[src/rtl/led_pkg.sv]
// Shared types and constants for the LED matrix scan engine and
// the game-side display helpers.
package led_pkg;

    localparam int MAX_BPP = 4;

    // Row drivers are active-low.
    localparam logic ON  = 1'b0;
    localparam logic OFF = 1'b1;

    typedef struct packed {
        logic [MAX_BPP-1:0] r;
        logic [MAX_BPP-1:0] g;
        logic [MAX_BPP-1:0] b;
    } rgb_t;

    // Splits a packed {R,G,B} word of bpp bits per channel.
    function automatic rgb_t unpack_rgb(
        input logic [3*MAX_BPP-1:0] v,
        input int unsigned          bpp
    );
        rgb_t               p;
        logic [MAX_BPP-1:0] m;
        m   = MAX_BPP'((1 << bpp) - 1);
        p.r = MAX_BPP'(v >> (2 * bpp)) & m;
        p.g = MAX_BPP'(v >> bpp) & m;
        p.b = MAX_BPP'(v) & m;
        return p;
    endfunction

    // Hex glyphs, segment order {g,f,e,d,c,b,a}, active-high.
    function automatic logic [6:0] seg7(input logic [3:0] d);
        logic [6:0] s;
        s = 7'h00;
        case (d)
            4'h0: s = 7'h3F;
            4'h1: s = 7'h06;
            4'h2: s = 7'h5B;
            4'h3: s = 7'h4F;
            4'h4: s = 7'h66;
            4'h5: s = 7'h6D;
            4'h6: s = 7'h7D;
            4'h7: s = 7'h07;
            4'h8: s = 7'h7F;
            4'h9: s = 7'h6F;
            4'hA: s = 7'h77;
            4'hB: s = 7'h7C;
            4'hC: s = 7'h39;
            4'hD: s = 7'h5E;
            4'hE: s = 7'h79;
            default: s = 7'h71;
        endcase
        return s;
    endfunction

endpackage

[src/rtl/led_matrix_scanner_if.sv]
// Back-buffer pixel write port and frame swap handshake.
interface led_matrix_scanner_if #(
    parameter int COLS = 8,
    parameter int ROWS = 8,
    parameter int BPP  = 2
);
    localparam int CW = $clog2(COLS);
    localparam int RW = $clog2(ROWS);

    logic             wr_en;
    logic [CW-1:0]    wr_col;
    logic [RW-1:0]    wr_row;
    logic [3*BPP-1:0] wr_rgb;
    logic             swap_req;
    logic             swap_ack;

    modport master (
        output wr_en, wr_col, wr_row, wr_rgb, swap_req,
        input  swap_ack
    );

    modport slave (
        input  wr_en, wr_col, wr_row, wr_rgb, swap_req,
        output swap_ack
    );

endinterface

[src/rtl/scan_prescaler.sv]
// Free-running divider; tick_o is high in the last cycle of each period.
module scan_prescaler #(
    parameter int DIV = 8
) (
    input  logic CLK,
    input  logic RST_N,
    output logic tick_o
);
    localparam int W = $clog2(DIV);

    logic [W-1:0] cnt_q, cnt_d;

    assign tick_o = (cnt_q == W'(DIV - 1));
    assign cnt_d  = tick_o ? '0 : cnt_q + 1'b1;

    always_ff @(posedge CLK or negedge RST_N) begin
        if (!RST_N) cnt_q <= '0;
        else        cnt_q <= cnt_d;
    end

endmodule

[src/rtl/led_matrix_scanner.sv]
// Double-buffered RGB matrix scanner with PWM slots, blanking and
// tear-free swap; outputs trail the scan counters by one cycle.
module led_matrix_scanner
    import led_pkg::*;
#(
    parameter int COLS      = 8,
    parameter int ROWS      = 8,
    parameter int BPP       = 2,
    parameter int CLK_HZ    = 50_000_000,
    parameter int COL_HZ    = 8000,
    parameter int BLANK_CYC = 4
) (
    input  logic                     CLK,
    input  logic                     RST_N,
    led_matrix_scanner_if.slave      bus,
    input  logic                     blank,
    output logic [ROWS-1:0]          DATA_R,
    output logic [ROWS-1:0]          DATA_G,
    output logic [ROWS-1:0]          DATA_B,
    output logic [$clog2(COLS)-1:0]  COMM,
    output logic                     enable,
    output logic                     frame_start
);
    localparam int CW    = $clog2(COLS);
    localparam int RW    = $clog2(ROWS);
    localparam int SLOTS = 2**BPP - 1;
    localparam int DIV   = CLK_HZ / (COL_HZ * SLOTS);
    localparam int BW    = $clog2(BLANK_CYC + 2);

    if (DIV < 2 || BLANK_CYC >= DIV || BPP < 1 || BPP > MAX_BPP)
    begin : g_bad_cfg
        $error("led_matrix_scanner: bad DIV/BLANK_CYC/BPP");
    end

    logic tick;

    scan_prescaler #(.DIV(DIV)) u_presc (
        .CLK    (CLK),
        .RST_N  (RST_N),
        .tick_o (tick)
    );

    rgb_t            mem_q [2][COLS][ROWS];
    rgb_t            px;
    logic [BPP-1:0]  slot_q, slot_d;
    logic [CW-1:0]   col_q, col_d, comm_q;
    logic [BW-1:0]   bcnt_q, bcnt_d;
    logic            front_q, front_d, pend_q, pend_d;
    logic            ack_q, en_q, fs_q, fs_d;
    logic [ROWS-1:0] dr_q, dg_q, db_q, dr_d, dg_d, db_d;
    logic            slot_wrap, col_wrap, do_swap, wr_ok;

    assign slot_wrap = tick && (slot_q == BPP'(SLOTS - 1));
    assign col_wrap  = slot_wrap && (col_q == CW'(COLS - 1));
    assign do_swap   = col_wrap && (pend_q || bus.swap_req);
    assign wr_ok     = bus.wr_en
                    && ({1'b0, bus.wr_col} < (CW+1)'(COLS))
                    && ({1'b0, bus.wr_row} < (RW+1)'(ROWS));

    assign slot_d  = !tick      ? slot_q
                   : slot_wrap  ? '0 : slot_q + 1'b1;
    assign col_d   = !slot_wrap ? col_q
                   : col_wrap   ? '0 : col_q + 1'b1;
    assign bcnt_d  = slot_wrap        ? BW'(BLANK_CYC)
                   : (bcnt_q != '0)   ? bcnt_q - 1'b1 : '0;
    assign front_d = front_q ^ do_swap;
    assign pend_d  = !do_swap && (pend_q || bus.swap_req);
    assign fs_d    = (col_q == '0) && (comm_q == CW'(COLS - 1));

    // A channel is lit while its intensity exceeds the current PWM slot.
    always_comb begin
        dr_d = '1;
        dg_d = '1;
        db_d = '1;
        px   = '0;
        if (!blank && bcnt_q == '0) begin
            for (int r = 0; r < ROWS; r++) begin
                px      = mem_q[front_q][col_q][r];
                dr_d[r] = (px.r > MAX_BPP'(slot_q)) ? ON : OFF;
                dg_d[r] = (px.g > MAX_BPP'(slot_q)) ? ON : OFF;
                db_d[r] = (px.b > MAX_BPP'(slot_q)) ? ON : OFF;
            end
        end
    end

    always_ff @(posedge CLK or negedge RST_N) begin
        if (!RST_N) begin
            slot_q  <= '0;
            col_q   <= '0;
            bcnt_q  <= '0;
            front_q <= 1'b0;
            pend_q  <= 1'b0;
            ack_q   <= 1'b0;
            en_q    <= 1'b0;
            fs_q    <= 1'b0;
            comm_q  <= '0;
            dr_q    <= '1;
            dg_q    <= '1;
            db_q    <= '1;
        end else begin
            slot_q  <= slot_d;
            col_q   <= col_d;
            bcnt_q  <= bcnt_d;
            front_q <= front_d;
            pend_q  <= pend_d;
            ack_q   <= do_swap;
            en_q    <= 1'b1;
            fs_q    <= fs_d;
            comm_q  <= col_q;
            dr_q    <= dr_d;
            dg_q    <= dg_d;
            db_q    <= db_d;
        end
    end

    // Writes always target the bank not being displayed at this edge.
    always_ff @(posedge CLK or negedge RST_N) begin
        if (!RST_N) begin
            for (int b = 0; b < 2; b++)
                for (int c = 0; c < COLS; c++)
                    for (int r = 0; r < ROWS; r++)
                        mem_q[b][c][r] <= '0;
        end else if (wr_ok) begin
            mem_q[!front_q][bus.wr_col][bus.wr_row] <=
                unpack_rgb((3*MAX_BPP)'(bus.wr_rgb), BPP);
        end
    end

    assign DATA_R       = dr_q;
    assign DATA_G       = dg_q;
    assign DATA_B       = db_q;
    assign COMM         = comm_q;
    assign enable       = en_q;
    assign frame_start  = fs_q;
    assign bus.swap_ack = ack_q;

endmodule

[src/flat_wrapper.sv]
// flat-port wrapper written by rule: the top's interface ports become plain ports
module led_matrix_scanner_flat import led_pkg::*;
#(
    parameter int COLS      = 8,
    parameter int ROWS      = 8,
    parameter int BPP       = 2,
    parameter int CLK_HZ    = 50_000_000,
    parameter int COL_HZ    = 8000,
    parameter int BLANK_CYC = 4
)
  (CLK, RST_N, blank, DATA_R, DATA_G, DATA_B, COMM, enable, frame_start, bus_wr_en, bus_wr_col, bus_wr_row, bus_wr_rgb, bus_swap_req, bus_swap_ack);
  led_matrix_scanner_if #(.COLS(COLS), .ROWS(ROWS), .BPP(BPP)) bus_i ();
  input  logic CLK;
  input  logic RST_N;
  input  logic blank;
  output logic [ROWS-1:0] DATA_R;
  output logic [ROWS-1:0] DATA_G;
  output logic [ROWS-1:0] DATA_B;
  output logic [$clog2(COLS)-1:0] COMM;
  output logic enable;
  output logic frame_start;
  input wire logic [$bits(bus_i.wr_en)-1:0] bus_wr_en;
  input wire logic [$bits(bus_i.wr_col)-1:0] bus_wr_col;
  input wire logic [$bits(bus_i.wr_row)-1:0] bus_wr_row;
  input wire logic [$bits(bus_i.wr_rgb)-1:0] bus_wr_rgb;
  input wire logic [$bits(bus_i.swap_req)-1:0] bus_swap_req;
  output wire logic [$bits(bus_i.swap_ack)-1:0] bus_swap_ack;
  assign bus_i.wr_en = bus_wr_en;
  assign bus_i.wr_col = bus_wr_col;
  assign bus_i.wr_row = bus_wr_row;
  assign bus_i.wr_rgb = bus_wr_rgb;
  assign bus_i.swap_req = bus_swap_req;
  assign bus_swap_ack = bus_i.swap_ack;
  led_matrix_scanner #(.COLS(COLS), .ROWS(ROWS), .BPP(BPP), .CLK_HZ(CLK_HZ), .COL_HZ(COL_HZ), .BLANK_CYC(BLANK_CYC)) u_core (.CLK(CLK), .RST_N(RST_N), .bus(bus_i), .blank(blank), .DATA_R(DATA_R), .DATA_G(DATA_G), .DATA_B(DATA_B), .COMM(COMM), .enable(enable), .frame_start(frame_start));
endmodule
[config.mk]
export PLATFORM = sky130hd
export DESIGN_NAME = led_matrix_scanner_flat
export DESIGN_NICKNAME = d
export VERILOG_FILES = /design/src/rtl/led_pkg.sv /design/src/rtl/led_matrix_scanner_if.sv /design/src/rtl/scan_prescaler.sv /design/src/rtl/led_matrix_scanner.sv /design/src/flat_wrapper.sv
export SDC_FILE = /design/constraint.sdc
export NUM_CORES = 1
export LEC_CHECK = 0
export CAP_MARGIN = 20
export CORE_MARGIN = 3
export CORE_UTILIZATION = 63
export CTS_CLUSTER_DIAMETER = 50
export CTS_CLUSTER_SIZE = 12
export DETAILED_ROUTE_END_ITERATION = 8
export PLACE_DENSITY = 0.78
export SYNTH_ARGS = -nofsm -noshare
export SYNTH_HDL_FRONTEND = slang
export SYNTH_SLANG_ARGS = --single-unit
[constraint.sdc]
create_clock -name CLK -period 2.8 [get_ports CLK]
set_input_delay 0.7 -clock CLK [delete_from_list [all_inputs] [get_ports CLK]]
set_output_delay 0.7 -clock CLK [all_outputs]
set_load 0.02 [all_outputs]
-- Word-level counts from Yosys, hierarchy flattened
Cells that the tools add are included.
- add/subtract/negate cells: 4
- bitwise operators: 6
- reductions and logical operators: 16
- $lt $le $gt $ge: 32
- multiplexer cells: 45
- divide/modulo/power cells: 0
- $mul: 0
- shift-type cells: 0
- eq/ne operators: 4
- operator list (kind ; number):
    $mux W768 ; 4
    $bwmux W1536 ; 1
    $demux W768 S1 ; 1
    $bmux W96 S3 ; 1
    $demux W96 S3 ; 1
    $mux W96 ; 3
    $gt A4 B2 Y1 ; 24
    $demux W12 S3 ; 1
    $mux W1 ; 24
    $mux W12 ; 2
    $mux W8 ; 3
    $add A12 B1 Y12 const B ; 1
    $eq A12 B12 Y1 const B ; 1
    $ge A4 B4 Y1 const B ; 3
    $not A3 Y4 ; 3
    $logic_and A1 B1 Y1 ; 9
    $mux W3 ; 3
    $lt A4 B1 Y1 const B ; 2
    $eq A3 B3 Y1 const B ; 2
    $logic_not A3 Y1 ; 2
    $ge A2 B2 Y1 const B ; 2
    $not A1 Y2 ; 2
    $add A3 B1 Y3 const B ; 1
    $logic_not A1 Y1 ; 3
    other kinds (8) ; 8
- ROM bits: 0
- register bits after elaboration: 1588
- output and inout port bits: 30
- latch bits: 0
- memory bits (writable): 0
- memories kept: 0
- logic and storage cells: 504
- bits of input ports: 17

-- Longest topological paths before layout
Gate-level depths: netlist (run 1).
- word-level depth: 10
- mapped depth: 9
- mapped depth without buffers: 7

-- Modules after synthesis
A second synthesis (run 1) with hierarchy kept.
- cell total of the unflattened synthesis: 2492
- area, all modules: 38488.2 µm²
- modules (own cells, without submodules) (module ; cells an instance ; instances ; area an instance (µm²) ; sequential area each (µm²)):
    led_matrix_scanner ; 2440 ; 1 ; 37906.4 ; 20249.4
    scan_prescaler ; 52 ; 1 ; 581.8 ; 300.3

-- Least setup slack after synthesis (run 1)
No wires, ideal clock.
- path type: flip-flop to flip-flop
- from: register u_core.col_q[0]
- to: register u_core.db_q[2], in the netlist u_core.DATA_B[2]
- path buffers: 3
- path slack: 437 ps
- arrival time: 2284 ps
- setup time: 79 ps
- required time: 2721 ps
- clock period less this slack: 2363 ps
- cell stages (with the launch flop): 10
- path through: dfrtp_1 -> clkbuf_1 -> clkbuf_1 -> clkbuf_1 -> mux4_2 -> a22oi_1 -> nand2_1 -> ha_1 -> nor2b_1 -> o21ai_0
- cells in the longest elaborated chain, start to end: 7
- ends and longest elaborated chain (what ; RTL line ; text):
    start: declaration ; led_matrix_scanner.sv:46 ; logic [CW-1:0] col_q, col_d, comm_q;
    start signal: assignment ; led_matrix_scanner.sv:102 ; col_q <= col_d;
    $not A3 Y4 (implied by the code) ; led_matrix_scanner.sv:78 ; px = mem_q[front_q][col_q][r];
    $bmux W96 S3 ; led_matrix_scanner.sv:78 ;
    $mux W96 ; -- ;
    $mux W96 (implied by the code) ; led_matrix_scanner.sv:78 ;
    $gt A4 B2 Y1 ; led_matrix_scanner.sv:81 ; db_d[r] = (px.b > MAX_BPP'(slot_q)) ? ON : OFF;
    $mux W1 ; led_matrix_scanner.sv:81 ;
    $mux W8 ; led_matrix_scanner.sv:76 ; if (!blank && bcnt_q == '0) begin
    net u_core.db_d[2] ; led_matrix_scanner.sv:50 ; logic [ROWS-1:0] dr_q, dg_q, db_q, dr_d, dg_d, db_d;
    end signal: assignment ; led_matrix_scanner.sv:99 ; db_q <= '1;
    end signal: assignment ; led_matrix_scanner.sv:112 ; db_q <= db_d;
    end: declaration ; led_matrix_scanner.sv:50 ;
The timed path passes the listed nets, and every way through them passes these cells. The select of a mux whose other input is x is not followed.
A chain may end at the register's enable or synchronous reset.

-- Worst setup path in the final report (run 1)
- from: register u_core.front_q
- to: register u_core.dr_q[4], in the netlist u_core.DATA_R[4]
- cells in the longest elaborated chain, start to end: 10
- ends and longest elaborated chain (what ; RTL line ; text):
    start: declaration ; led_matrix_scanner.sv:48 ; logic front_q, front_d, pend_q, pend_d;
    start signal: assignment ; led_matrix_scanner.sv:104 ; front_q <= front_d;
    $not A1 Y2 (implied by the code) ; led_matrix_scanner.sv:78 ;
    $mux W768 (implied by the code) (3 in series) ; led_matrix_scanner.sv:78 ;
    $bmux W96 S3 ; led_matrix_scanner.sv:78 ;
    $mux W96 (2 in series) ; -- ;
    $gt A4 B2 Y1 ; led_matrix_scanner.sv:79 ; dr_d[r] = (px.r > MAX_BPP'(slot_q)) ? ON : OFF;
    $mux W1 ; led_matrix_scanner.sv:79 ;
    $mux W8 ; led_matrix_scanner.sv:76 ;
    net u_core.dr_d[4] ; led_matrix_scanner.sv:50 ;
    end signal: assignment ; led_matrix_scanner.sv:110 ; dr_q <= dr_d;
    end: declaration ; led_matrix_scanner.sv:50 ;
The timed path passes the listed nets, and every way through them passes these cells. The select of a mux whose other input is x is not followed.

==> metrics, run 1 <==
status finished clean; Final Cycle Share 0.995; Row Count 88; vias 22700; Layout fillers 3579; Setup Skew 22.6 ps; htree depth 3; Residual DRC 0; antenna violations before repair 4; Worst-Margin Slew 959 ps; Placer Congestion 0.882; top cells by area, synth dfrtp_1 53%, mux2_2 23%, mux4_2 12%, ha_1 1.8%, dfstp_2 1.7%; GRT overflow 0; Post-Route WL 93700 um; Final Hold Vio Count 0; Slew headroom 0.361; Cell variety after synth 43; clk buf depth 3; final setup fails 0; crit start category flop; IO Pins 47; Vias per Instance 6.51; clk sinks 820; Inst Count DP 3333; Min Hold Slack 471 ps; nets 2728; Routed wire per std cell 26.9 um; post-CTS setup repair buffer count 0; min Tclk post-route 2790 ps; worst hold-check path type flop to flop; clock latency at the later pin of the worst-skew pair 630 ps; share of post-route cells with drive strength above 1 0.495; Post-Syn Instances 2474; syn_area_per_cell 15.2 um2; Clock transition at path regs 60 ps; initial DRC count 1769; gr usage total 0.305; register area 0.0206 mm2; synthesized flop and latch total 820; vias in the first global route 24800; first-pass GRT wire length 148000 um; maxcap violations 0; initial core utilization 0.643; Worst VDD drop 0.518 mV; Die Ht 250 um; Final HPWL DP 59800 um; crit-path max FO 11; largest net degree at the start of global routing 129; Syn-to-layout area delta 14.9%; Layout Utilization 0.740; post-synth net total 2546; Slew Viols, Final 0; sequential cell area fraction in the yosys report 0.547; Synth top area share 0.531; Pwr Density 585 mW/mm2; DP Worst Slack -204 ps; Die Footprint 0.0626 mm2; Layout Cells excl Fill 3483; post-synthesis cell area 0.0375 mm2; Worst Setup End Kind flop; drt pass-1 iters 5; clk root buf clkbuf_16; Lkg Pwr 20.2 nW; CTS Buf Count 85; fmax 0.359 GHz; WP data arrival 3340 ps; Req. time, crit path 3350 ps; Chip Width 250 um; YS warnings 0; core area 0.0584 mm2; multi-input logic area 0.0163 mm2; cell taking the most area after synthesis dfrtp_1; CTS tree yes; I/O Buffers 46; Detail Route Antenna Nets 0; kind of critical path flop to flop; setup ws final 12.8 ps
repair_timing:
item                                    CTS  global route
endpoints found under the setup margin    0             1
resized for setup                         0             2
hold endpoints to repair                  2             0
hold buffers                              1             0
metal layers:
metal / up-vias / share of wire / global-route usage
li1: 9530 / - / -
met5: - / 0.00014 / 0
met3: 209 / 0.057 / 0.0525
met4: 2 / 0.034 / 0.110
met2: 720 / 0.48 / 0.486
met1: 12200 / 0.42 / 0.432
report_power, final:
part	total [mW]	switching (mW)	internal [mW]
clock	10.8	4.56	6.25
combinational	1.45	0.758	0.689
sequential	13.0	0.387	12.6
sequential cells by signal (all words and copies together), names as in the netlist:
name / cells
u_core.COMM: 3
u_core.frame_start: 1
u_core.enable: 1
u_core.DATA_G: 8
u_core.col_q: 3
u_core.front_q: 1
u_core.bcnt_q: 3
u_core.mem_q: 768
u_core.pend_q: 1
u_core.u_presc.cnt_q: 12
u_core.DATA_B: 8
u_core.bus.swap_ack: 1
u_core.DATA_R: 8
u_core.slot_q: 2
cell usage in the layout (no fill, tap or decap), types with 4 or more instances in the layout:
cell type | netlist | layout
a22oi_1 | 48 | 48
ha_1 | 55 | 55
nand3_1 | 20 | 20
a22o_1 | 48 | 48
clkdlybuf4s50_1 | 0 | 39
clkbuf_16 | 0 | 89
nor2_2 | 18 | 18
xnor2_1 | 5 | 5
mux2_2 | 761 | 761
dfstp_2 | 24 | 24
clkbuf_8 | 0 | 6
or3_1 | 4 | 4
and2b_1 | 6 | 6
and3_1 | 9 | 9
nand2_1 | 68 | 68
diode_2 | 0 | 5
mux4_2 | 192 | 192
nor2b_1 | 30 | 29
nor3_1 | 5 | 5
a21oi_1 | 27 | 27
nand4_1 | 5 | 5
dfrtp_1 | 796 | 794
nand2b_1 | 9 | 9
buf_12 | 0 | 47
inv_1 | 8 | 8
mux2_1 | 8 | 8
clkbuf_1 | 134 | 32
nor2_1 | 107 | 105
clkinv_2 | 0 | 9
xor2_1 | 4 | 4
o21ai_0 | 29 | 29
buf_4 | 5 | 172
per-stage QoR:
step	power, mW	setup TNS (ps)	instance area, um2
4_1_cts	25.4	0	43100
6_report	25.2	0	43200
2_1_floorplan	13.9	0	37500
3_3_place_gp	14.4	-1550	40500
3_5_place_dp	14.6	-9700	40500
5_1_grt	26.1	-0.406	43200
worst max-delay path, stage by stage, from the launching register on:
cell,delay [ps]
dfrtp_4,500
buf_12,200
buf_4,220
mux4_2,540
a22oi_1,350
nand2_1,100
ha_1,300
nor2b_1,130
o21ai_0,170
buf_4,170
final cells by class:
class                           instances  area share
Inverter                                8    0.000696
Clock buffer                          127      0.0563
Sequential cell                       820       0.476
Antenna cell                            5    0.000290
Multi-Input combinational cell       1479       0.378
Tap cell                              765      0.0222
Clock inverter                         17     0.00417
Timing Repair Buffer                  262      0.0622
path summary, 6_finish.rpt:
path                                   from                       to  slack, ps  cells after the start
min in group asynchronous             RST_N  u_core.u_presc.cnt_q[8]        580                      2
max in group asynchronous             RST_N         u_core.DATA_G[7]       1250                      4
hold / removal             u_core.bcnt_q[0]         u_core.bcnt_q[0]        470                      1
setup / recovery             u_core.front_q         u_core.DATA_R[4]         10                      9
hold reg to reg            u_core.bcnt_q[0]         u_core.bcnt_q[0]        470                      1
setup reg to reg             u_core.front_q         u_core.DATA_R[4]         10                      9
Yosys cell counts (all sizes together):
cell      n
o21ai    29
nand3b    2
nor2b    30
dfstp    24
xnor2     5
xor2      4
and3      9
conb      1
inv       8
nor2    125
or3       4
a22o     48
nor3      5
nand2    68
nand3    23
or2       2
and4      2
or3b      1
nand4     7
nor4      1
mux4    192
and4b     1
clkbuf  136
and2b     6
nor3b     1
ha       55
a41o      1
buf      31
a21oi    27
nand2b    9
a311oi    1
and2      3
a22oi    48
mux2    769
dfrtp   796
logic make-up after synthesis:
| family | after synthesis | share of synthesized area |
|---|---|---|
| AND/OR/NAND/NOR | 299 | 0.0386 |
| buffers and inverters | 175 | 0.0191 |
| adder cells (fa/ha/maj) | 55 | 0.0183 |
| XOR/XNOR | 9 | 0.00210 |
| other | 1 | 0.0000999 |
| flip-flops | 820 | 0.547 |
| multiplexers | 961 | 0.346 |
| AO/OA/AOI/OAI | 154 | 0.0288 |
(Power assumes the default switching activity.)
==> inputs of run 2 (changes only) <==
Clock period 2.8 ns to 3.2 ns, I/O delays scaled along.
==> run 2 against run 1 <==
Against the previous run: first-iteration DRC count grew 8.8%; largest power group unchanged; sequential power shrank 12%; cell count shrank 1.0%; die area is the same; via count shrank 0.38%; count of clock-buffer cells in the layout shrank 7; critical path depth is the same.
==> metrics, run 2 (same netlist as run 1, synthesis figures left out) <==
post-route cell area 0.0429 mm2 (-0.62%); CTS tree yes; Layout Utilization 0.735 (-0.00461); dpl cell area 0.0401 mm2 (-1.0%); multi-input logic area 0.0163 mm2 (unchanged); Setup Skew 19.8 ps (-2.80 ps); switching share of power 0.228 (+0.00171); min Tclk post-route 2960 ps (+176 ps); initial DRC count 1925 (+8.8%); CP max stage cell dfrtp_4; gr usage total 0.302 (-0.00369); critical-path cell list buf_12, buf_4, mux4_2, a22oi_1, nand2_1, ha_1, nor2b_1, o21ai_0, buf_4; vias in the first global route 24400 (-1.4%); Slew Viols, Final 0 (unchanged); fmax 0.337 GHz (-5.9%); Final Hold Vio Count 0 (unchanged); Vias per Instance 6.55 (+0.63%); GRT overflow 0 (unchanged); Post-Route WL 92600 um (-1.1%); clock latency at the later pin of the worst-skew pair 640 ps (about the same); Worst path most repeated cell buf_4; vias 22600 (-0.38%); number of gates resized after CTS 0 (unchanged); nets 2695 (-1.2%); Die Ht 250 um (unchanged); Lkg Pwr 20.0 nW (-0.84%); maxcap violations 0 (unchanged); share of post-route cells with drive strength above 1 0.492 (-0.00304); drt pass-1 iters 5 (unchanged); Largest Register u_core.mem_q; unrepaired setup endpoints after global routing no; number of hold buffers added after CTS 0 (-1); Pwr Density 526 mW/mm2 (-10%); CTS Buf Count 87 (+2.4%); antenna violations before repair 0 (-4); Sw Pwr 5.14 mW (-9.9%); Die Footprint 0.0626 mm2 (unchanged); most frequent cells in the layout 794 x dfrtp_1, 761 x mux2_2, 192 x mux4_2, 152 x buf_4, 105 x nor2_1; crit start category flop; Worst VDD drop 0.532 mV (+2.7%); most common cell after layout, fill and taps aside dfrtp_1; register area 0.0206 mm2 (unchanged); clk sinks 820 (unchanged); post-CTS setup repair buffer count 0 (unchanged); Req. time, crit path 3770 ps (+420 ps); Clock transition at path regs 60 ps (about the same); Row Count 88 (unchanged); Chip Width 250 um (unchanged); clk root buf clkbuf_16; first-pass GRT wire length 146000 um (-0.91%); Routed wire per std cell 26.9 um (-0.13%); initial core utilization 0.643 (unchanged); clock network fraction of total power 0.443 (+0.015); Final HPWL DP 60300 um (+0.83%); kind of critical path flop to flop; Logic pwr share 0.053 (-0.004); Detail Route Antenna Nets 0 (unchanged); Slew headroom 0.490 (+0.129); I/O Buffers 46 (unchanged); setup ws final 237 ps (+224 ps); DP Worst Slack -55.1 ps (+149 ps); core area 0.0584 mm2 (unchanged); WP data arrival 3540 ps (+200 ps); biggest regs u_core.mem_q: 768 flops, u_core.u_presc.cnt_q: 12 flops; max reg flops 768 (unchanged); Layout fillers 3547 (-0.89%); Worst-Margin Slew 763 ps (-196 ps); largest net degree at the start of global routing 129 (unchanged); worst hold-check path type input port to async pin; Placer Congestion 0.862 (-2.3%); IO Pins 47 (unchanged); clk buf depth 3 (unchanged); Worst Setup End Kind flop; Pint 17.4 mW (-11%); final setup fails 0 (unchanged); Residual DRC 0 (unchanged); Reg power frac 0.504 (-0.010); status finished clean; Final Cycle Share 0.926 (-0.0694); htree depth 3 (unchanged); CP max stage delay 630 ps (+90 ps); diode count 0 (-5); crit-path max FO 23 (+12); Power Total 22.6 mW (-11%); Syn-to-layout area delta 14.2%
## run 2: cell types whose count changed in the layout (fill, tap and decap cells not counted), sizes merged, moves of 4 or more
| cell | delta |
|---|---|
| clkbuf | -7 |
| diode | -5 |
| bufinv | +5 |
| buf | -34 |
| clkinvlp | +4 |
| inv | +5 |
## run 2: per-layer routing
| metal | vias to the layer above | GRT usage | routed length, um |
|---|---|---|---|
| met4 | 0 | 0.0991 | 3110 |
| li1 | 9464 | - | - |
| met2 | 738 | 0.486 | 45200 |
| met3 | 207 | 0.0573 | 5410 |
| met5 | - | 0 | 0 |
| met1 | 12200 | 0.421 | 38900 |
## run 2: per-stage QoR
step | setup TNS (ps) | hold WS (ps) | cells
floorplan | 0 | 378 | 2474
global placement | 0 | 439 | 3299
detailed placement | -383 | 474 | 3299
CTS | 0 | 61.6 | 3448
global route | 0 | 82.1 | 3448
finish | 0 | 78.1 | 3448
## run 2: final cells by class
class                   count  area share
clock buffers             120      0.0553
clock inverters            29     0.00983
inverters                   8    0.000700
multi-input cells        1479       0.380
flip-flops and latches    820       0.479
well taps                 765      0.0223
repair buffers            227      0.0524
## run 2: worst paths after layout
path | startpoint | to | slack, ps | depth (start not counted)
setup / recovery | u_core.front_q | u_core.DATA_R[5] | 240 | 9
hold / removal | RST_N | u_core.u_presc.cnt_q[3] | 80 | 1
setup reg to reg | u_core.front_q | u_core.DATA_R[5] | 240 | 9
hold reg to reg | u_core.mem_q[1241] | u_core.mem_q[1241] | 490 | 1
max in group asynchronous | RST_N | u_core.DATA_B[5] | 2080 | 3
min in group CLK | u_core.mem_q[1241] | u_core.mem_q[1241] | 490 | 1
## run 2: worst max-delay path: cells and delay by family, from the launching register on
kind / cells / cell delay, ps
and+or+nand+nor: 2 / 230
muxes: 1 / 510
adders and majority gates: 1 / 310
DFF: 1 / 630
buffers and inverters: 3 / 720
AOI/OAI and AO/OA: 2 / 450
## run 2: power by group through the flow
stage	clock (mW)	combinational (mW)	sequential, mW
6_report	9.99	1.21	11.4
5_1_grt	10.5	1.32	11.4
4_1_cts	10.1	1.22	11.4
3_5_place_dp	0	1.21	11.5
3_3_place_gp	0	1.14	11.5
2_1_floorplan	0	0.730	11.4
